[config.mk]
export PLATFORM = sky130hd
export DESIGN_NAME = fp32_frame_sequencer_flat
export DESIGN_NICKNAME = d
export VERILOG_FILES = /design/src/rtl/fp32_frame_sequencer_if.sv /design/src/rtl/fp32_frame_sequencer.sv /design/src/flat_wrapper.sv
export SDC_FILE = /design/constraint.sdc
export NUM_CORES = 2
export LEC_CHECK = 0
export CORE_MARGIN = 3
export CORE_UTILIZATION = 45
export DETAILED_ROUTE_END_ITERATION = 8
export SLEW_MARGIN = 10
export SYNTH_ARGS = -nofsm -noshare
export SYNTH_HDL_FRONTEND = slang
export SYNTH_SLANG_ARGS = --single-unit
[constraint.sdc]
create_clock -name clk -period 4.4 [get_ports clk]
set_input_delay 1.1 -clock clk [delete_from_list [all_inputs] [get_ports clk]]
set_output_delay 1.1 -clock clk [all_outputs]
set_load 0.05 [all_outputs]
[src/rtl/fp32_frame_sequencer_if.sv]
`default_nettype none
// ============================================================================
// Module   : fp32_frame_sequencer_if
// Brief    : UART-side handshake and status bundle for fp32_frame_sequencer.
//            master = sequencer side, slave = UART / environment side.
// Revision : 1.0 - initial release
// ============================================================================
interface fp32_frame_sequencer_if;
  logic        rx_done;
  logic [7:0]  rx_data;
  logic        tx_busy;
  logic        tx_start;
  logic [7:0]  tx_data;
  logic [31:0] word_out;
  logic        word_valid;
  logic        frame_done;
  logic        rx_timeout;
  logic        overrun;
  logic        tx_err;
  logic [2:0]  state;

  modport master (
    input  rx_done, rx_data, tx_busy,
    output tx_start, tx_data, word_out, word_valid, frame_done,
           rx_timeout, overrun, tx_err, state
  );

  modport slave (
    output rx_done, rx_data, tx_busy,
    input  tx_start, tx_data, word_out, word_valid, frame_done,
           rx_timeout, overrun, tx_err, state
  );
endinterface
`default_nettype wire

[src/rtl/fp32_frame_sequencer.sv]
`default_nettype none
// ============================================================================
// Module   : fp32_frame_sequencer
// Brief    : Captures one frame of UART bytes, emits little-endian fp32 words
//            every 4 bytes, then replays the frame through the UART TX using
//            a start-pulse / busy handshake.
// Revision : 1.0 - initial release
// ============================================================================
module fp32_frame_sequencer #(
  parameter int FRAME_BYTES  = 96,
  parameter int RX_TIMEOUT   = 1_000_000,
  parameter int TX_ACK_LIMIT = 16
) (
  input  wire logic              clk,
  input  wire logic              rst,
  fp32_frame_sequencer_if.master bus
);

  localparam int CW = $clog2(FRAME_BYTES);
  localparam int IW = (RX_TIMEOUT > 1) ? $clog2(RX_TIMEOUT) : 1;
  localparam int AW = (TX_ACK_LIMIT > 1) ? $clog2(TX_ACK_LIMIT) : 1;
  localparam logic [CW-1:0] LAST_IDX  = CW'(FRAME_BYTES - 1);
  localparam logic [IW-1:0] IDLE_LAST = IW'(RX_TIMEOUT - 1);
  localparam logic [AW-1:0] ACK_LAST  = AW'(TX_ACK_LIMIT - 1);

  typedef enum logic [2:0] {
    RECV       = 3'd0,
    TX_LOAD    = 3'd1,
    TX_START   = 3'd2,
    TX_WAIT_HI = 3'd3,
    TX_WAIT_LO = 3'd4
  } state_t;

  state_t        state_q, state_d;
  logic          rx_prev_q, rx_prev_d;
  logic [CW-1:0] wr_cnt_q, wr_cnt_d;
  logic [CW-1:0] rd_cnt_q, rd_cnt_d;
  logic [IW-1:0] idle_q, idle_d;
  logic [AW-1:0] ack_q, ack_d;
  logic          tx_start_q, tx_start_d;
  logic [7:0]    tx_data_q, tx_data_d;
  logic [31:0]   word_out_q, word_out_d;
  logic          word_valid_q, word_valid_d;
  logic          frame_done_q, frame_done_d;
  logic          rx_timeout_q, rx_timeout_d;
  logic          overrun_q, overrun_d;
  logic          tx_err_q, tx_err_d;
  logic          byte_sent;
  logic          rx_edge;

  // Frame storage; contents are meaningless until written, so no reset.
  logic [7:0]    frame_buf [FRAME_BYTES];

  // rx_prev resets high, so a level already high at reset release is not a byte.
  assign rx_edge = bus.rx_done & ~rx_prev_q;

  // Next-state and next-output computation for the receive/transmit sequencer.
  always_comb begin
    state_d      = state_q;
    rx_prev_d    = bus.rx_done;
    wr_cnt_d     = wr_cnt_q;
    rd_cnt_d     = rd_cnt_q;
    idle_d       = idle_q;
    ack_d        = ack_q;
    tx_start_d   = 1'b0;
    tx_data_d    = tx_data_q;
    word_out_d   = word_out_q;
    word_valid_d = 1'b0;
    frame_done_d = 1'b0;
    rx_timeout_d = 1'b0;
    overrun_d    = overrun_q;
    tx_err_d     = tx_err_q;
    byte_sent    = 1'b0;

    // Bytes arriving while transmitting are dropped, only flagged.
    if (rx_edge && (state_q != RECV)) begin
      overrun_d = 1'b1;
    end

    case (state_q)
      RECV: begin
        if (rx_edge) begin
          idle_d = '0;
          if (wr_cnt_q[1:0] == 2'd3) begin
            word_out_d   = {bus.rx_data,
                            frame_buf[wr_cnt_q - CW'(1)],
                            frame_buf[wr_cnt_q - CW'(2)],
                            frame_buf[wr_cnt_q - CW'(3)]};
            word_valid_d = 1'b1;
          end
          if (wr_cnt_q == LAST_IDX) begin
            wr_cnt_d = '0;
            rd_cnt_d = '0;
            state_d  = TX_LOAD;
          end else begin
            wr_cnt_d = wr_cnt_q + CW'(1);
          end
        end else if (wr_cnt_q != '0) begin
          // A partial frame that goes quiet too long is abandoned.
          if (idle_q == IDLE_LAST) begin
            idle_d       = '0;
            wr_cnt_d     = '0;
            rx_timeout_d = 1'b1;
          end else begin
            idle_d = idle_q + IW'(1);
          end
        end else begin
          idle_d = '0;
        end
      end
      TX_LOAD: begin
        if (!bus.tx_busy) begin
          tx_data_d  = frame_buf[rd_cnt_q];
          tx_start_d = 1'b1;
          state_d    = TX_START;
        end
      end
      TX_START: begin
        ack_d   = '0;
        state_d = TX_WAIT_HI;
      end
      TX_WAIT_HI: begin
        if (bus.tx_busy) begin
          state_d = TX_WAIT_LO;
        end else if (ack_q == ACK_LAST) begin
          // Transmitter never acknowledged: flag it and move on anyway.
          tx_err_d  = 1'b1;
          byte_sent = 1'b1;
        end else begin
          ack_d = ack_q + AW'(1);
        end
      end
      TX_WAIT_LO: begin
        if (!bus.tx_busy) begin
          byte_sent = 1'b1;
        end
      end
      default: state_d = RECV;
    endcase

    // Common exit once a byte is considered transmitted.
    if (byte_sent) begin
      if (rd_cnt_q == LAST_IDX) begin
        frame_done_d = 1'b1;
        rd_cnt_d     = '0;
        state_d      = RECV;
      end else begin
        rd_cnt_d = rd_cnt_q + CW'(1);
        state_d  = TX_LOAD;
      end
    end
  end

  // State and registered outputs.
  always_ff @(posedge clk) begin
    if (rst) begin
      state_q      <= RECV;
      rx_prev_q    <= 1'b1;
      wr_cnt_q     <= '0;
      rd_cnt_q     <= '0;
      idle_q       <= '0;
      ack_q        <= '0;
      tx_start_q   <= 1'b0;
      tx_data_q    <= '0;
      word_out_q   <= '0;
      word_valid_q <= 1'b0;
      frame_done_q <= 1'b0;
      rx_timeout_q <= 1'b0;
      overrun_q    <= 1'b0;
      tx_err_q     <= 1'b0;
    end else begin
      state_q      <= state_d;
      rx_prev_q    <= rx_prev_d;
      wr_cnt_q     <= wr_cnt_d;
      rd_cnt_q     <= rd_cnt_d;
      idle_q       <= idle_d;
      ack_q        <= ack_d;
      tx_start_q   <= tx_start_d;
      tx_data_q    <= tx_data_d;
      word_out_q   <= word_out_d;
      word_valid_q <= word_valid_d;
      frame_done_q <= frame_done_d;
      rx_timeout_q <= rx_timeout_d;
      overrun_q    <= overrun_d;
      tx_err_q     <= tx_err_d;
    end
  end

  // Frame buffer write on each accepted byte.
  always_ff @(posedge clk) begin
    if (!rst && (state_q == RECV) && rx_edge) begin
      frame_buf[wr_cnt_q] <= bus.rx_data;
    end
  end

  assign bus.tx_start   = tx_start_q;
  assign bus.tx_data    = tx_data_q;
  assign bus.word_out   = word_out_q;
  assign bus.word_valid = word_valid_q;
  assign bus.frame_done = frame_done_q;
  assign bus.rx_timeout = rx_timeout_q;
  assign bus.overrun    = overrun_q;
  assign bus.tx_err     = tx_err_q;
  assign bus.state      = state_q;

endmodule
`default_nettype wire

[src/flat_wrapper.sv]
// flat-port wrapper written by rule: the top's interface ports become plain ports
module fp32_frame_sequencer_flat 
#(
  parameter int FRAME_BYTES  = 96,
  parameter int RX_TIMEOUT   = 1_000_000,
  parameter int TX_ACK_LIMIT = 16
)
  (clk, rst, bus_rx_done, bus_rx_data, bus_tx_busy, bus_tx_start, bus_tx_data, bus_word_out, bus_word_valid, bus_frame_done, bus_rx_timeout, bus_overrun, bus_tx_err, bus_state);
  fp32_frame_sequencer_if bus_i ();
  input  wire logic clk;
  input  wire logic rst;
  input wire logic [$bits(bus_i.rx_done)-1:0] bus_rx_done;
  input wire logic [$bits(bus_i.rx_data)-1:0] bus_rx_data;
  input wire logic [$bits(bus_i.tx_busy)-1:0] bus_tx_busy;
  output wire logic [$bits(bus_i.tx_start)-1:0] bus_tx_start;
  output wire logic [$bits(bus_i.tx_data)-1:0] bus_tx_data;
  output wire logic [$bits(bus_i.word_out)-1:0] bus_word_out;
  output wire logic [$bits(bus_i.word_valid)-1:0] bus_word_valid;
  output wire logic [$bits(bus_i.frame_done)-1:0] bus_frame_done;
  output wire logic [$bits(bus_i.rx_timeout)-1:0] bus_rx_timeout;
  output wire logic [$bits(bus_i.overrun)-1:0] bus_overrun;
  output wire logic [$bits(bus_i.tx_err)-1:0] bus_tx_err;
  output wire logic [$bits(bus_i.state)-1:0] bus_state;
  assign bus_i.rx_done = bus_rx_done;
  assign bus_i.rx_data = bus_rx_data;
  assign bus_i.tx_busy = bus_tx_busy;
  assign bus_tx_start = bus_i.tx_start;
  assign bus_tx_data = bus_i.tx_data;
  assign bus_word_out = bus_i.word_out;
  assign bus_word_valid = bus_i.word_valid;
  assign bus_frame_done = bus_i.frame_done;
  assign bus_rx_timeout = bus_i.rx_timeout;
  assign bus_overrun = bus_i.overrun;
  assign bus_tx_err = bus_i.tx_err;
  assign bus_state = bus_i.state;
  fp32_frame_sequencer #(.FRAME_BYTES(FRAME_BYTES), .RX_TIMEOUT(RX_TIMEOUT), .TX_ACK_LIMIT(TX_ACK_LIMIT)) u_core (.clk(clk), .rst(rst), .bus(bus_i));
endmodule
==> impl_metrics.yaml <==
pwr:
  peakVddDrop_v: 0.000358
  power_density_mw_per_mm2: 307
  power_mw: 18.2
  p_leak_nw: 18.5
critical_path:
  critPathRequiredTime_ns: 4.97
  arrival_ns: 4.61
  r2r_slack_ns: 0.36
  cp.buffers_inverters: 3
  cpMaxStageDelayCell: "xor2_4"
  critPathMaxFanout: 21
  critical_path_class: "reg -> reg"
  cp-start-kind: "flop"
  reg2reg_to: "u_core.bus.word_out[20]$_SDFFE_PP0P_"
  crit_path_end_kind: "flop"
  crit_chain: "inv_1, ha_1, xor2_4, buf_12, buf_12, mux2i_1, a221oi_1, a31oi_1, a21oi_1, o2111ai_1, a21oi_1"
  cp_top_family: "compound AO/OA/AOI/OAI gates"
  reg2reg_depth: 11
  max_stage_delay_ns: 0.68
  r2r_start: "u_core.wr_cnt_q[1]$_SDFFE_PP0P_"
logic_synthesis:
  synthTopCellsByArea: "edfxtp_1, mux4_2, dfxtp_1"
  synthFlopType: "edfxtp_1"
  synth_area_mm2: 0.0524
  synth.most_common_cell: "edfxtp_1"
  syn_nets: 3396
  syn-mean-instance-area_um2: 15.5
  ys_types: 75
  synthArstFlopShare_pct: 0
  yosys_warnings: 0
  synth_commonest_cells: "edfxtp_1, mux4_2, nand2_1, nor2_1, mux2i_1"
  synth_top_cell_area_share_pct: 44.0
  synth-seq-cells: 856
  synth-edff-count: 768
  synth.largest_area_cell: "edfxtp_1"
  seq_area_frac_synth_pct: 47.3
  netlist_instances: 3373
drt:
  vias: 39380
  drc: 0
  viasPerCell: 7.72
  drt-total-wl_um: 218000
  post_drt_wl_per_cell_um: 42.8
  ant_nets: 0
  first_pass_iters: 6
  drtIter0Drc: 8021
sta:
  final.period_utilization_pct: 91.8
  tightest_slew_ns: 1.18
  timing.hold.ws_ns: 0.459
  slew_headroom_pct: 20.0
  slew_viol_final: 0
  min_period_ns: 4.04
  clock_skew_ns: 0.0437
  rsz0062_at_grt: "false"
  max_freq_mhz: 248
  fin_tns_setup_ns: 0
  hold_viol_final: 0
  report.final.setup_viol: 0
min_path:
  whs_path_depth: 2
  hp-start: "u_core.bus.word_out[29]$_SDFFE_PP0P_"
  hold_path_end: "u_core.bus.word_out[29]$_SDFFE_PP0P_"
  hp-class: "reg -> reg"
die:
  start_util_pct: 45.6
  ios: 61
  die_w_um: 347
  chipHeight_um: 347
  num_rows: 124
  die_area_mm2: 0.121
  fp.coreArea_mm2: 0.115
clock_network:
  cts_tree: "done"
  clk_pin_slew_ns: 0.07
  clk_path_buf_depth: 3
  insertion_delay_ns: 0.71
  cts_root_buf: "clkbuf_16"
  numClockSinks: 856
  htreeDepth: 3
  cts_made_buffers: 100
  post-cts-setup-buffer-count: 0
  postCtsHoldBufs: 0
  cts_resized: 0
run_status:
  status: "finished clean"
layout:
  area_delta_synth_final_pct: 13.3
  drive_above_1_share_pct: 35.0
  nNetsFinal: 3527
global_routing:
  antenna_found_initial: 14
  grt_max_degree: 113
  grt_pass1_wl_um: 302000
  grt_util_all_layers_pct: 35.8
  grt_pass1_vias: 36848
  grt_overflow: 0
place:
  place_congestion: 1.07
  place_hpwl_um: 153000
  port_buffers: 60
flow_run:
  drv_cap: 0
-- report_power, final --
group          switching, mW  internal (mW)  leakage (nW)
Combinational          0.446          0.201          9.25
Clock                   3.62           5.11          1.65
Sequential            0.0139           8.85          7.61
Total                   4.08           14.2          18.5
-- logic make-up (layout without fill, tap and decap cells) --
| family | Yosys count | count (layout) | share of synthesized area (%) |
|---|---|---|---|
| flip-flops | 856 | 856 | 47.3 |
| other | 0 | 3 | 0 |
| AO/OA/AOI/OAI | 389 | 389 | 5.19 |
| AND/OR/NAND/NOR | 827 | 827 | 6.94 |
| XOR/XNOR | 41 | 41 | 0.900 |
| adder cells (fa/ha/maj) | 11 | 11 | 0.263 |
| buffers and inverters | 315 | 529 | 3.26 |
| multiplexers | 934 | 934 | 36.1 |
-- metal layers --
layer / up-vias / part of all wire (%) / wire, um / track usage, %
li1: 14520 / - / - / -
met3: 528 / 17 / 36800 / 15.0
met2: 3903 / 41 / 90500 / 49.3
met5: - / 0.027 / 59 / 0
met1: 20421 / 37 / 79800 / 50.2
met4: 8 / 5.1 / 11200 / 15.1
-- state kept, by name, summed over array words and instances, names as in the netlist --
name and count:
u_core.rx_prev_q 1, u_core.wr_cnt_q 7, u_core.bus.state 3, u_core.ack_q 4, u_core.frame_buf 768, u_core.bus.tx_start 1
u_core.bus.tx_err 1, u_core.bus.rx_timeout 1, u_core.rd_cnt_q 7, u_core.bus.frame_done 1, u_core.bus.word_valid 1, u_core.bus.word_out 32
u_core.idle_q 20, u_core.bus.overrun 1, u_core.bus.tx_data 8
-- area by class of cell --
cell class,instances,area (um^2)
tap,1512,1890
clock inverter,69,752
multi-input combinational,2202,26100
inverter,10,43.8
sequential,856,24800
antenna,3,7.51
clock buffer,116,2630
fill,9309,55600
timing repair buffer,334,3170
-- metrics by stage --
step	area (um^2)	instances	setup slack, ns	utilization (%)
floorplan	52400	3373	0.537	-
global placement	56000	4914	0.358	48.7
detailed placement	56000	4914	0.335	48.7
CTS	59400	5099	0.539	51.7
global route	59400	5099	0.375	51.7
finish	59400	5102	0.362	51.7
-- worst max path at each step --
stage,to,slack [ns],from,cells after the start
global route,u_core.bus.word_out[21]$_SDFFE_PP0P_,0.38,u_core.wr_cnt_q[1]$_SDFFE_PP0P_,11
global placement,u_core.frame_buf[30][2]$_DFFE_PP_,0.36,bus_rx_done,8
CTS,u_core.bus.word_out[21]$_SDFFE_PP0P_,0.54,u_core.wr_cnt_q[1]$_SDFFE_PP0P_,11
floorplan,u_core.bus.word_out[0]$_SDFFE_PP0P_,0.54,u_core.wr_cnt_q[0]$_SDFFE_PP0P_,16
detailed placement,u_core.frame_buf[28][4]$_DFFE_PP_,0.33,bus_rx_done,8
finish,u_core.bus.word_out[20]$_SDFFE_PP0P_,0.36,u_core.wr_cnt_q[1]$_SDFFE_PP0P_,11
-- tightest hold or removal path, delay by kind of cell (launching register included) --
kind             cells  cell delay [ns]
AO/OA/AOI/OAI        1             0.05
flip-flops           1             0.31
AND/OR/NAND/NOR      1             0.05
-- layout by cell type, fill, tap and decap left out, types with 20 or more instances in the layout --
| cell | instances |
|---|---|
| edfxtp_1 | 768 |
| mux4_2 | 765 |
| nand2_1 | 408 |
| buf_4 | 237 |
| nor2_1 | 177 |
| mux2i_1 | 167 |
| clkbuf_16 | 103 |
| a21oi_1 | 92 |
| nand3_1 | 84 |
| dfxtp_1 | 82 |
| clkdlybuf4s50_1 | 51 |
| a32oi_1 | 43 |
| buf_12 | 43 |
| o22ai_1 | 37 |
| o221ai_1 | 35 |
| a31oi_1 | 30 |
| o21ai_0 | 29 |
| and3_1 | 25 |
| a211oi_1 | 22 |
| nand4_1 | 22 |
| nor3_1 | 20 |
(Power assumes the default switching activity.)
